$ cat config.mk
export PLATFORM = sky130hd
export DESIGN_NAME = spi_flash_op_ctrl_flat
export DESIGN_NICKNAME = d
export VERILOG_FILES = /design/src/rtl/spi_flash_op_ctrl_if.sv /design/src/rtl/spi_flash_op_ctrl.sv /design/src/flat_wrapper.sv
export SDC_FILE = /design/constraint.sdc
export NUM_CORES = 2
export LEC_CHECK = 0
export CAP_MARGIN = 5
export CORE_ASPECT_RATIO = 0.8
export CORE_MARGIN = 2
export CORE_UTILIZATION = 50
export DETAILED_ROUTE_END_ITERATION = 7
export PLACE_DENSITY = 0.66
export SLEW_MARGIN = 5
export SYNTH_ARGS = -nofsm -noshare
export SYNTH_HDL_FRONTEND = slang
export SYNTH_SLANG_ARGS = --single-unit
$ cat constraint.sdc
create_clock -name i_clk -period 6.4 [get_ports i_clk]
set_input_delay 0.64 -clock i_clk [delete_from_list [all_inputs] [get_ports i_clk]]
set_output_delay 0.64 -clock i_clk [all_outputs]
set_load 0.1 [all_outputs]
$ cat src/rtl/spi_flash_op_ctrl_if.sv
// Operation, write/read stream, byte-SPI and status signals of the flash operation controller.
// The controller takes the slave view; the requester/SPI side takes the master view.
interface spi_flash_op_ctrl_if;
  logic [1:0]  i_operation_type;
  logic [23:0] i_operation_addr;
  logic [8:0]  i_operation_num;
  logic        i_operation_valid;
  logic        o_operation_ready;

  logic [7:0]  i_write_data;
  logic        i_write_sop;
  logic        i_write_eop;
  logic        i_write_valid;

  logic [7:0]  o_read_data;
  logic        o_read_sop;
  logic        o_read_eop;
  logic        o_read_valid;

  logic [7:0]  o_spi_data;
  logic        o_spi_last;
  logic        o_spi_valid;
  logic        i_spi_ready;
  logic [7:0]  i_spi_rdata;
  logic        i_spi_rvalid;

  logic        o_timeout;

  modport slave (
    input  i_operation_type, i_operation_addr, i_operation_num, i_operation_valid,
    output o_operation_ready,
    input  i_write_data, i_write_sop, i_write_eop, i_write_valid,
    output o_read_data, o_read_sop, o_read_eop, o_read_valid,
    output o_spi_data, o_spi_last, o_spi_valid,
    input  i_spi_ready, i_spi_rdata, i_spi_rvalid,
    output o_timeout
  );

  modport master (
    output i_operation_type, i_operation_addr, i_operation_num, i_operation_valid,
    input  o_operation_ready,
    output i_write_data, i_write_sop, i_write_eop, i_write_valid,
    input  o_read_data, o_read_sop, o_read_eop, o_read_valid,
    input  o_spi_data, o_spi_last, o_spi_valid,
    output i_spi_ready, i_spi_rdata, i_spi_rvalid,
    input  o_timeout
  );
endinterface

$ cat src/rtl/spi_flash_op_ctrl.sv
// SPI NOR erase/program/read sequencer over a byte-SPI master; read bytes leave one cycle after SPI rvalid.
// SPI side is valid/ready (data held while stalled); write and read streams have no backpressure.
module spi_flash_op_ctrl #(
  parameter logic [23:0] P_POLL_MAX = 24'hFFFFFF
) (
  input  logic               i_clk,
  input  logic               i_rst_n,
  spi_flash_op_ctrl_if.slave bus
);

  localparam logic [1:0] OP_ERASE = 2'd0;
  localparam logic [1:0] OP_PROG  = 2'd1;
  localparam logic [1:0] OP_READ  = 2'd2;

  typedef enum logic [3:0] {
    IDLE, WREN, ERASE, PROG_CMD, PROG_DATA, READ_CMD, READ_DATA, POLL, DONE
  } state_t;

  state_t      state, state_nxt;
  logic [1:0]  op_type;
  logic [23:0] op_addr;
  logic [8:0]  op_num;
  logic [8:0]  tx_cnt, rx_cnt;
  logic [8:0]  wr_cnt;
  logic        wr_active;
  logic [23:0] poll_cnt;
  logic        wip_q;
  logic        ready_q;
  logic        spi_vld_q, spi_last_q;
  logic [7:0]  spi_dat_q;
  logic        rd_vld_q, rd_sop_q, rd_eop_q;
  logic [7:0]  rd_dat_q;
  logic        timeout_q;
  logic [7:0]  wbuf [256];

  logic        accept, accept_prog;
  logic [8:0]  num_in_eff;
  logic [8:0]  frame_len;
  logic        tx_room, out_free, frame_done;
  logic [8:0]  data_idx;
  logic [7:0]  addr_byte;
  logic        load, load_last;
  logic [7:0]  load_dat;
  logic        frame_clr, poll_again, poll_timeout;
  logic        wr_capture, wr_take;
  logic [8:0]  wr_idx;
  logic        rd_take;
  logic        unused_eop;

  assign unused_eop  = bus.i_write_eop;
  assign accept      = (state == IDLE) & bus.i_operation_valid & ready_q;
  assign accept_prog = accept & (bus.i_operation_type == OP_PROG);
  assign num_in_eff  = ((bus.i_operation_num == 9'd0) || (bus.i_operation_num > 9'd256))
                       ? 9'd256 : bus.i_operation_num;

  always_comb begin
    frame_len = 9'd0;
    case (state)
      WREN:                                   frame_len = 9'd1;
      ERASE:                                  frame_len = 9'd4;
      POLL:                                   frame_len = 9'd2;
      PROG_CMD, PROG_DATA, READ_CMD, READ_DATA: frame_len = 9'd4 + op_num;
      default:                                frame_len = 9'd0;
    endcase
  end

  // A frame ends only once its last byte has left and every response byte is back,
  // so stale rvalids never bleed into the next frame's counters.
  assign tx_room    = tx_cnt < frame_len;
  assign out_free   = ~spi_vld_q | bus.i_spi_ready;
  assign frame_done = (tx_cnt == frame_len) & ~spi_vld_q & (rx_cnt == tx_cnt);
  assign data_idx   = tx_cnt - 9'd4;

  always_comb begin
    addr_byte = 8'h00;
    case (tx_cnt[1:0])
      2'd1:    addr_byte = op_addr[23:16];
      2'd2:    addr_byte = op_addr[15:8];
      2'd3:    addr_byte = op_addr[7:0];
      default: addr_byte = 8'h00;
    endcase
  end

  always_ff @(posedge i_clk or negedge i_rst_n) begin
    if (!i_rst_n) state <= IDLE;
    else          state <= state_nxt;
  end

  always_comb begin
    state_nxt    = state;
    load         = 1'b0;
    load_dat     = 8'h00;
    load_last    = 1'b0;
    poll_again   = 1'b0;
    poll_timeout = 1'b0;
    case (state)
      IDLE: begin
        if (accept) begin
          case (bus.i_operation_type)
            OP_ERASE, OP_PROG: state_nxt = WREN;
            OP_READ:           state_nxt = READ_CMD;
            default:           state_nxt = DONE;
          endcase
        end
      end
      WREN: begin
        load      = out_free & tx_room;
        load_dat  = 8'h06;
        load_last = 1'b1;
        if (frame_done) state_nxt = (op_type == OP_PROG) ? PROG_CMD : ERASE;
      end
      ERASE: begin
        load      = out_free & tx_room;
        load_dat  = (tx_cnt == 9'd0) ? 8'h20 : addr_byte;
        load_last = (tx_cnt == 9'd3);
        if (frame_done) state_nxt = POLL;
      end
      PROG_CMD: begin
        load     = out_free;
        load_dat = (tx_cnt == 9'd0) ? 8'h02 : addr_byte;
        if (load && tx_cnt == 9'd3) state_nxt = PROG_DATA;
      end
      PROG_DATA: begin
        // Wait for the requester's stream to fill the next byte before sending it.
        load      = out_free & tx_room & (data_idx < wr_cnt);
        load_dat  = wbuf[data_idx[7:0]];
        load_last = (tx_cnt == frame_len - 9'd1);
        if (frame_done) state_nxt = POLL;
      end
      READ_CMD: begin
        load     = out_free;
        load_dat = (tx_cnt == 9'd0) ? 8'h03 : addr_byte;
        if (load && tx_cnt == 9'd3) state_nxt = READ_DATA;
      end
      READ_DATA: begin
        load      = out_free & tx_room;
        load_dat  = 8'h00;
        load_last = (tx_cnt == frame_len - 9'd1);
        if (frame_done) state_nxt = DONE;
      end
      POLL: begin
        load      = out_free & tx_room;
        load_dat  = (tx_cnt == 9'd0) ? 8'h05 : 8'h00;
        load_last = (tx_cnt == 9'd1);
        if (frame_done) begin
          if (!wip_q) begin
            state_nxt = DONE;
          end else if (poll_cnt == P_POLL_MAX - 24'd1) begin
            poll_timeout = 1'b1;
            state_nxt    = DONE;
          end else begin
            poll_again = 1'b1;
          end
        end
      end
      DONE:    state_nxt = IDLE;
      default: state_nxt = IDLE;
    endcase
  end

  // Command/address and data phases of program and read share one chip-select frame.
  assign frame_clr = poll_again |
                     ((state_nxt != state) & (state_nxt != PROG_DATA) & (state_nxt != READ_DATA));

  assign wr_capture = bus.i_write_valid & (wr_active | accept_prog);
  assign wr_idx     = bus.i_write_sop ? 9'd0 : (accept_prog ? 9'd0 : wr_cnt);
  assign wr_take    = wr_capture & (wr_idx != 9'd256);
  assign rd_take    = (state == READ_DATA) & bus.i_spi_rvalid & (rx_cnt >= 9'd4);

  always_ff @(posedge i_clk) begin
    if (wr_take) wbuf[wr_idx[7:0]] <= bus.i_write_data;
  end

  always_ff @(posedge i_clk or negedge i_rst_n) begin
    if (!i_rst_n) begin
      ready_q    <= 1'b0;
      op_type    <= 2'd0;
      op_addr    <= 24'd0;
      op_num     <= 9'd0;
      tx_cnt     <= 9'd0;
      rx_cnt     <= 9'd0;
      wr_cnt     <= 9'd0;
      wr_active  <= 1'b0;
      poll_cnt   <= 24'd0;
      wip_q      <= 1'b0;
      spi_vld_q  <= 1'b0;
      spi_last_q <= 1'b0;
      spi_dat_q  <= 8'h00;
      rd_vld_q   <= 1'b0;
      rd_sop_q   <= 1'b0;
      rd_eop_q   <= 1'b0;
      rd_dat_q   <= 8'h00;
      timeout_q  <= 1'b0;
    end else begin
      ready_q <= (state_nxt == IDLE);

      if (accept) begin
        op_type <= bus.i_operation_type;
        op_addr <= bus.i_operation_addr;
        op_num  <= num_in_eff;
      end

      if (frame_clr)             tx_cnt <= 9'd0;
      else if (load)             tx_cnt <= tx_cnt + 9'd1;
      if (frame_clr)             rx_cnt <= 9'd0;
      else if (bus.i_spi_rvalid) rx_cnt <= rx_cnt + 9'd1;

      if (load) begin
        spi_vld_q  <= 1'b1;
        spi_dat_q  <= load_dat;
        spi_last_q <= load_last;
      end else if (bus.i_spi_ready) begin
        spi_vld_q  <= 1'b0;
      end

      if (accept_prog)                                 wr_active <= 1'b1;
      else if (state == PROG_DATA && state_nxt != PROG_DATA) wr_active <= 1'b0;
      if (wr_take)          wr_cnt <= wr_idx + 9'd1;
      else if (accept_prog) wr_cnt <= 9'd0;

      if (state != POLL)   poll_cnt <= 24'd0;
      else if (poll_again) poll_cnt <= poll_cnt + 24'd1;
      if (state == POLL && bus.i_spi_rvalid && rx_cnt == 9'd1) wip_q <= bus.i_spi_rdata[0];
      if (poll_timeout) timeout_q <= 1'b1;

      rd_vld_q <= rd_take;
      if (rd_take) begin
        rd_dat_q <= bus.i_spi_rdata;
        rd_sop_q <= (rx_cnt == 9'd4);
        rd_eop_q <= (rx_cnt == op_num + 9'd3);
      end else begin
        rd_sop_q <= 1'b0;
        rd_eop_q <= 1'b0;
      end
    end
  end

  assign bus.o_operation_ready = ready_q;
  assign bus.o_spi_valid       = spi_vld_q;
  assign bus.o_spi_data        = spi_dat_q;
  assign bus.o_spi_last        = spi_last_q;
  assign bus.o_read_valid      = rd_vld_q;
  assign bus.o_read_data       = rd_dat_q;
  assign bus.o_read_sop        = rd_sop_q;
  assign bus.o_read_eop        = rd_eop_q;
  assign bus.o_timeout         = timeout_q;

endmodule

$ cat src/flat_wrapper.sv
// flat-port wrapper written by rule: the top's interface ports become plain ports
module spi_flash_op_ctrl_flat 
#(
  parameter logic [23:0] P_POLL_MAX = 24'hFFFFFF
)
  (i_clk, i_rst_n, bus_i_operation_type, bus_i_operation_addr, bus_i_operation_num, bus_i_operation_valid, bus_o_operation_ready, bus_i_write_data, bus_i_write_sop, bus_i_write_eop, bus_i_write_valid, bus_o_read_data, bus_o_read_sop, bus_o_read_eop, bus_o_read_valid, bus_o_spi_data, bus_o_spi_last, bus_o_spi_valid, bus_i_spi_ready, bus_i_spi_rdata, bus_i_spi_rvalid, bus_o_timeout);
  spi_flash_op_ctrl_if bus_i ();
  input  logic i_clk;
  input  logic i_rst_n;
  input wire logic [$bits(bus_i.i_operation_type)-1:0] bus_i_operation_type;
  input wire logic [$bits(bus_i.i_operation_addr)-1:0] bus_i_operation_addr;
  input wire logic [$bits(bus_i.i_operation_num)-1:0] bus_i_operation_num;
  input wire logic [$bits(bus_i.i_operation_valid)-1:0] bus_i_operation_valid;
  output wire logic [$bits(bus_i.o_operation_ready)-1:0] bus_o_operation_ready;
  input wire logic [$bits(bus_i.i_write_data)-1:0] bus_i_write_data;
  input wire logic [$bits(bus_i.i_write_sop)-1:0] bus_i_write_sop;
  input wire logic [$bits(bus_i.i_write_eop)-1:0] bus_i_write_eop;
  input wire logic [$bits(bus_i.i_write_valid)-1:0] bus_i_write_valid;
  output wire logic [$bits(bus_i.o_read_data)-1:0] bus_o_read_data;
  output wire logic [$bits(bus_i.o_read_sop)-1:0] bus_o_read_sop;
  output wire logic [$bits(bus_i.o_read_eop)-1:0] bus_o_read_eop;
  output wire logic [$bits(bus_i.o_read_valid)-1:0] bus_o_read_valid;
  output wire logic [$bits(bus_i.o_spi_data)-1:0] bus_o_spi_data;
  output wire logic [$bits(bus_i.o_spi_last)-1:0] bus_o_spi_last;
  output wire logic [$bits(bus_i.o_spi_valid)-1:0] bus_o_spi_valid;
  input wire logic [$bits(bus_i.i_spi_ready)-1:0] bus_i_spi_ready;
  input wire logic [$bits(bus_i.i_spi_rdata)-1:0] bus_i_spi_rdata;
  input wire logic [$bits(bus_i.i_spi_rvalid)-1:0] bus_i_spi_rvalid;
  output wire logic [$bits(bus_i.o_timeout)-1:0] bus_o_timeout;
  assign bus_i.i_operation_type = bus_i_operation_type;
  assign bus_i.i_operation_addr = bus_i_operation_addr;
  assign bus_i.i_operation_num = bus_i_operation_num;
  assign bus_i.i_operation_valid = bus_i_operation_valid;
  assign bus_o_operation_ready = bus_i.o_operation_ready;
  assign bus_i.i_write_data = bus_i_write_data;
  assign bus_i.i_write_sop = bus_i_write_sop;
  assign bus_i.i_write_eop = bus_i_write_eop;
  assign bus_i.i_write_valid = bus_i_write_valid;
  assign bus_o_read_data = bus_i.o_read_data;
  assign bus_o_read_sop = bus_i.o_read_sop;
  assign bus_o_read_eop = bus_i.o_read_eop;
  assign bus_o_read_valid = bus_i.o_read_valid;
  assign bus_o_spi_data = bus_i.o_spi_data;
  assign bus_o_spi_last = bus_i.o_spi_last;
  assign bus_o_spi_valid = bus_i.o_spi_valid;
  assign bus_i.i_spi_ready = bus_i_spi_ready;
  assign bus_i.i_spi_rdata = bus_i_spi_rdata;
  assign bus_i.i_spi_rvalid = bus_i_spi_rvalid;
  assign bus_o_timeout = bus_i.o_timeout;
  spi_flash_op_ctrl #(.P_POLL_MAX(P_POLL_MAX)) u_core (.i_clk(i_clk), .i_rst_n(i_rst_n), .bus(bus_i));
endmodule
# Word-level counts from Yosys, hierarchy flattened

Memories as Yosys holds them, arrays and structs flattened.
Index checks and enable logic that the tools add are counted.

Register bits: 115
Memory bits (writable): 2048
Input bits: 59
Output and inout bits: 23
Word-level logic and storage cells: 144
Memories: 1

Memory list:

| name        | words | width | read ports | clocked after memory_dff | wr ports | RTL line                | source |
|---|---|---|---|---|---|---|---|
| u_core.wbuf | 256   | 8     | 1          | 0                        | 1        | spi_flash_op_ctrl.sv:34 | `logic [7:0] wbuf [256];` |

$add $sub $neg: 8
Magnitude comparators: 4
Eq/ne operators: 27
Mux-type cells: 47
Bitwise gates (word level): 17
Reduce and logical (&&, ||, !) cells: 21

Operators by type and width:

| kind                                                 | count |
|---|---|
| two-way mux 9 bit                                    | 8 |
| two-way mux 24 bit                                   | 2 |
| case mux 8 bit (6 select lines)                      | 1 |
| equality test 9 bit                                  | 4 |
| two-way mux 4 bit                                    | 9 |
| case mux 9 bit (4 select lines)                      | 1 |
| case mux 4 bit (7 select lines)                      | 1 |
| adder 9 x 1 -> 9 bit (second input constant)         | 3 |
| adder 24 x 1 -> 24 bit (second input constant)       | 1 |
| equality test 24 bit (second input constant)         | 1 |
| two-way mux 8 bit                                    | 3 |
| case mux 8 bit (3 select lines)                      | 1 |
| equality test 9 x 1 -> 1 bit (second input constant) | 2 |
| zero test 9 bit                                      | 2 |
| less-than comparator 9 bit                           | 2 |
| two-way mux 1 bit                                    | 17 |
| equality test 4 x 3 -> 1 bit (second input constant) | 4 |
| bitwise AND 1 bit                                    | 13 |
| != test 4 x 3 -> 1 bit (second input constant)       | 3 |
| nonzero test 2 bit                                   | 5 |
| adder 3 x 9 -> 9 bit (first input constant)          | 1 |
| adder 9 x 2 -> 9 bit (second input constant)         | 1 |
| equality test 9 x 2 -> 1 bit (second input constant) | 1 |
| equality test 9 x 3 -> 1 bit (second input constant) | 1 |
| other kinds (22)                                     | 37 |

# Longest topological paths before layout

Depth in word-level cells: 13
Gate-level depth with buffers: 22
Depth with buffers taken out: 14

# Worst setup path after synthesis

No wires, ideal clock.

Path type: register -> register
From: reg u_core.tx_cnt[2]
To: reg u_core.spi_dat_q[5] (netlist: u_core.bus.o_spi_data[5])
Setup time: 0.132 ns
Arrival: 4.570 ns
Slack: 1.699 ns
Cell stages (with the launch flop): 22
Cell sequence: dfrtp_1 buf_4 buf_4 clkinv_1 clkbuf_1 buf_1 ha_1 clkbuf_1 inv_2 buf_6 buf_4 buf_2 buf_1 ha_1 nor2_1 nor3_1 a21oi_1 o211ai_2 nand2_2 buf_4 mux2i_1 o41ai_1

Cells in the longest elaborated chain, start to end: 4
Elaborated cells between the ends (all ways): 12
Those cells by class: add/sub: 1; order compare: 2; mux: 5; bitwise: 2; reduce/logical: 1; memory: 1

Ends and longest elaborated chain:

| what                                                                              | RTL line                 | source |
|---|---|---|
| start, declared                                                                   | spi_flash_op_ctrl.sv:23  | `logic [8:0] tx_cnt, rx_cnt;` |
| start signal, assigned                                                            | spi_flash_op_ctrl.sv:204 | `else if (load) tx_cnt <= tx_cnt + 9'd1;` |
| parallel branches: the longest is 4 deep, another holds subtractor 9 x 3 -> 9 bit | --                       |  |
| end signal, assigned                                                              | spi_flash_op_ctrl.sv:210 | `spi_dat_q <= load_dat;` |
| end, declared                                                                     | spi_flash_op_ctrl.sv:30  | `logic [7:0] spi_dat_q;` |

Parallel ways; which one is timed is not known.
A chain may end at the register's enable or synchronous reset.

# Worst setup path after layout

From: reg u_core.state[3]
To: mem u_core.wbuf[144][6] (enable)

Cells in the longest elaborated chain, start to end: 10
Elaborated cells between the ends (all ways): 12
Those cells by class: eq/ne: 1; mux: 4; bitwise: 6; reduce/logical: 1

Ends and longest elaborated chain:

| what                                    | RTL line                 | source |
|---|---|---|
| start, declared                         | spi_flash_op_ctrl.sv:19  | `state_t state, state_nxt;` |
| start signal, assigned                  | spi_flash_op_ctrl.sv:86  | `else state <= state_nxt;` |
| zero test 4 bit *                       | spi_flash_op_ctrl.sv:51  | `assign accept = (state == IDLE) & bus.i_operation_valid & ready_q;` |
| bitwise AND 1 bit * (2 in a row)        | spi_flash_op_ctrl.sv:51  |  |
| bitwise AND 1 bit *                     | spi_flash_op_ctrl.sv:52  | `assign accept_prog = accept & (bus.i_operation_type == OP_PROG);` |
| two-way mux 9 bit                       | --                       |  |
| two-way mux 9 bit                       | spi_flash_op_ctrl.sv:166 | `assign wr_idx = bus.i_write_sop ? 9'd0 : (accept_prog ? 9'd0 : wr_cnt);` |
| != test 9 bit                           | spi_flash_op_ctrl.sv:167 | `assign wr_take = wr_capture & (wr_idx != 9'd256);` |
| bitwise AND 1 bit                       | spi_flash_op_ctrl.sv:167 |  |
| two-way mux 1 bit                       | spi_flash_op_ctrl.sv:171 | `if (wr_take) wbuf[wr_idx[7:0]] <= bus.i_write_data;` |
| two-way mux 1 bit (not written as such) | spi_flash_op_ctrl.sv:171 |  |
| end, declared                           | spi_flash_op_ctrl.sv:34  |  |

Every way passes the cells marked *; elsewhere a longest branch is shown, timed or not.

==> impl_metrics.ini <==
[timing]
slew_viol_final = 0
max_freq_ghz = 0.199
hold_viol = 0
period_minus_slack_ps = 5030
slew_headroom = 0.142
finClkSkew_ps = 29.9
setup_tns_ps = 0
grt_setup_unrepaired = false
worst_pin_slew_ps = 1280
hold_ws_ps = 279
post-route-period-util = 0.786
setup_viol = 0

[floorplanning]
core_mm2 = 0.174
die_x_um = 471
die_area_mm2 = 0.178
die_y_um = 377
initial_core_util = 0.502
rows = 137
ios = 82

[setup_path]
r2r_cells = 11
worstPathMaxFanout = 17
r2r_end = u_core.wbuf[144][6]
cp-start-kind = register
cp-end-kind = register
r2r-start = u_core.state[3]
critPathRequiredTime_ps = 6850
crit_arrival_ps = 5480
criticalPathCategory = reg -> reg
r2r_slack_ps = 1370

[yosys]
synth.yosys.seq_area_share = 0.738
syn_avg_cell_area_um2 = 19.6
synth.distinct_cells = 101
synth-seq-cells = 2163
yosysWarnings = 0
synthCells = 4458
synthArstFlopShare = 0.0532
synthesis.area_mm2 = 0.0872
ys.flop_type = edfxtp_1
synth_edf_count = 2048
syn_nets = 4555

[global_route]
grt_util_all_layers = 0.253
grt_pass1_vias = 43842
antenna_found_initial = 8
grt_remaining_overflow = 0
grt_pass1_wl_mm = 321
grt_max_degree = 220

[cells_and_area]
multiInputGateArea_mm2 = 0.0211
seq_area_mm2 = 0.0644
n_fill_cell = 13055
drive_gt1_frac = 0.222
fin_nets = 4761
area_delta_synth_final_pct = 11.8
fin_util = 0.561

[clocking]
worst_skew_pair.late_latency_ps = 850
clock_sink_count = 2163
cts-root-buf = clkbuf_16
postCtsResizedCells = 0
path_clk_slew_ps = 60
htree_levels = 4
tritoncts = done
cts_made_buffers = 195
cts.path.max_buffers = 3

[flow_run]
max-cap-violations = 0

[drt]
num_vias = 45405
routed_wl_mm = 225
ant_nets = 0
drt_first_iter_violations = 5963
drt-pass1-iter-count = 6
post-route-drc-count = 0
wl_per_cell_um = 31.6
viasPerCell = 6.37

[placement]
place_congestion = 0.942
dp_hpwl_mm = 141
placement.io_buffers = 80

[pwr]
ir_worst_vdd_mv = 0.320
powerDensity_mw_per_mm2 = 350
p_leak_uw = 0.0306

[run_status]
status = completed

[hold_path]
worstHoldPathCells = 1
hold_path_startpoint = bus_i_write_data[0]
hold_path.class = in -> reg
min_to = u_core.wbuf[149][0]
[layer usage]
layer	global-route usage	up-vias	wire, µm
li1	-	18591	-
met1	0.380	23911	94200
met2	0.353	2484	97000
met3	0.0711	417	25800
met4	0.0971	2	8260
met5	0	-	13
[stage by stage]
stage | setup slack (ps) | power, µW | cell area [µm²] | cells
after detailed placement | 1120 | 22500 | 91000 | 6757
after global routing | 1180 | 35100 | 97400 | 7122
after floorplan | 1700 | 20500 | 87200 | 4458
final | 1370 | 34100 | 97500 | 7130
after CTS | 1460 | 34200 | 97400 | 7119
after global placement | 1220 | 22400 | 91000 | 6757
[cells in the mapped netlist, drive strengths merged (31+ instances only)]
| master | n | area (µm²) |
|---|---|---|
| mux2i | 77 | 771 |
| edfxtp | 2048 | 61500 |
| xnor2 | 42 | 368 |
| ha | 38 | 475 |
| inv | 31 | 116 |
| o21ai | 44 | 224 |
| nand3 | 113 | 566 |
| buf | 162 | 1230 |
| nor2 | 363 | 1370 |
| xor2 | 38 | 333 |
| dfrtp | 115 | 2880 |
| mux4 | 544 | 12300 |
| nand2 | 268 | 1010 |
| a21oi | 56 | 280 |
| clkbuf | 91 | 379 |
[worst max-delay path, cell delays in order, from the launching register on]
cell and delay, ps:
dfrtp_1 710, and4bb_2 380, a31oi_4 490, nand2_1 230, ha_1 370, nand4_1 150, o31ai_1 120, a21boi_4 440
buf_4 310, nand3_1 320, buf_4 300, nor2_1 820
[area by class of cell]
class | instances | area share
Antenna cell | 9 | 0.000231
Clock buffer | 233 | 0.0520
Clock inverter | 128 | 0.0139
Inverter | 34 | 0.00136
Multi-Input combinational cell | 2007 | 0.217
Sequential cell | 2163 | 0.661
Tap cell | 2293 | 0.0294
Timing Repair Buffer | 263 | 0.0258
[placed cells by master, fill, tap and decap left out, types with 10 or more instances in the layout]
cell type | Yosys | final
nand3_1 | 113 | 111
xnor2_1 | 42 | 40
mux2i_1 | 77 | 77
a211oi_1 | 14 | 14
a22oi_1 | 28 | 28
o22ai_1 | 27 | 27
o31ai_1 | 10 | 10
a31oi_1 | 13 | 13
nor2_1 | 362 | 360
clkinv_2 | 0 | 40
inv_1 | 30 | 28
mux4_1 | 19 | 19
and3_1 | 26 | 26
bufinv_16 | 0 | 26
dfrtp_1 | 115 | 112
clkinv_1 | 3 | 46
clkbuf_1 | 84 | 36
a2111oi_0 | 11 | 10
o221ai_1 | 10 | 10
mux2_2 | 30 | 30
or3_1 | 10 | 10
nor4_1 | 16 | 16
edfxtp_1 | 2048 | 2048
mux4_2 | 525 | 525
xor2_1 | 38 | 38
nor3_1 | 28 | 28
a21oi_1 | 56 | 56
buf_12 | 3 | 25
clkbuf_16 | 0 | 197
nand2b_1 | 18 | 18
nand2_1 | 267 | 267
buf_4 | 33 | 156
nand4_1 | 28 | 28
o21ai_0 | 39 | 39
ha_1 | 38 | 37
nor2b_1 | 13 | 11
clkdlybuf4s50_1 | 0 | 71
[worst max-delay path by stage]
stage / from / to / slack (ps) / cells past startpoint
CTS: u_core.state[3] / u_core.wbuf[144][4] / 1460 / 11
global placement: bus_i_write_sop / u_core.wbuf[32][7] / 1220 / 11
finish: u_core.state[3] / u_core.wbuf[144][6] / 1370 / 11
floorplan: u_core.tx_cnt[2] / u_core.bus.o_spi_data[5] / 1700 / 21
detailed placement: bus_i_write_sop / u_core.wbuf[144][4] / 1120 / 11
global route: u_core.state[3] / u_core.wbuf[144][4] / 1180 / 11
[flip-flops by register name, indices dropped and copies added, names as in the netlist, 9 cells and up]
| signal | count |
|---|---|
| u_core.op_addr | 24 |
| u_core.op_num | 9 |
| u_core.poll_cnt | 24 |
| u_core.rx_cnt | 9 |
| u_core.tx_cnt | 9 |
| u_core.wbuf | 2048 |
| u_core.wr_cnt | 9 |
[kinds of logic after synthesis]
| group | count (synthesis) | synth area share |
|---|---|---|
| AOI/OAI and AO/OA | 317 | 0.0267 |
| xor gates and xnor gates | 80 | 0.00804 |
| adders and majority gates | 39 | 0.00557 |
| buffers and inverters | 288 | 0.0200 |
| DFF | 2163 | 0.738 |
| muxes | 651 | 0.154 |
| and+or+nand+nor | 920 | 0.0473 |
[what timing repair did]
| action | 4_1_cts | 5_1_grt |
|---|---|---|
| hold endpoints to repair | 46 | 0 |
| setup buffers | 0 | 0 |
| hold buffers | 1 | 0 |
[where the power goes]
| group | leakage (µW) | switching [µW] | internal, µW |
|---|---|---|---|
| combinational | 0.00751 | 3620 | 2680 |
| sequential | 0.0199 | 246 | 15700 |
| clock | 0.00313 | 5200 | 6700 |
Power figures use the tool's default switching activity.
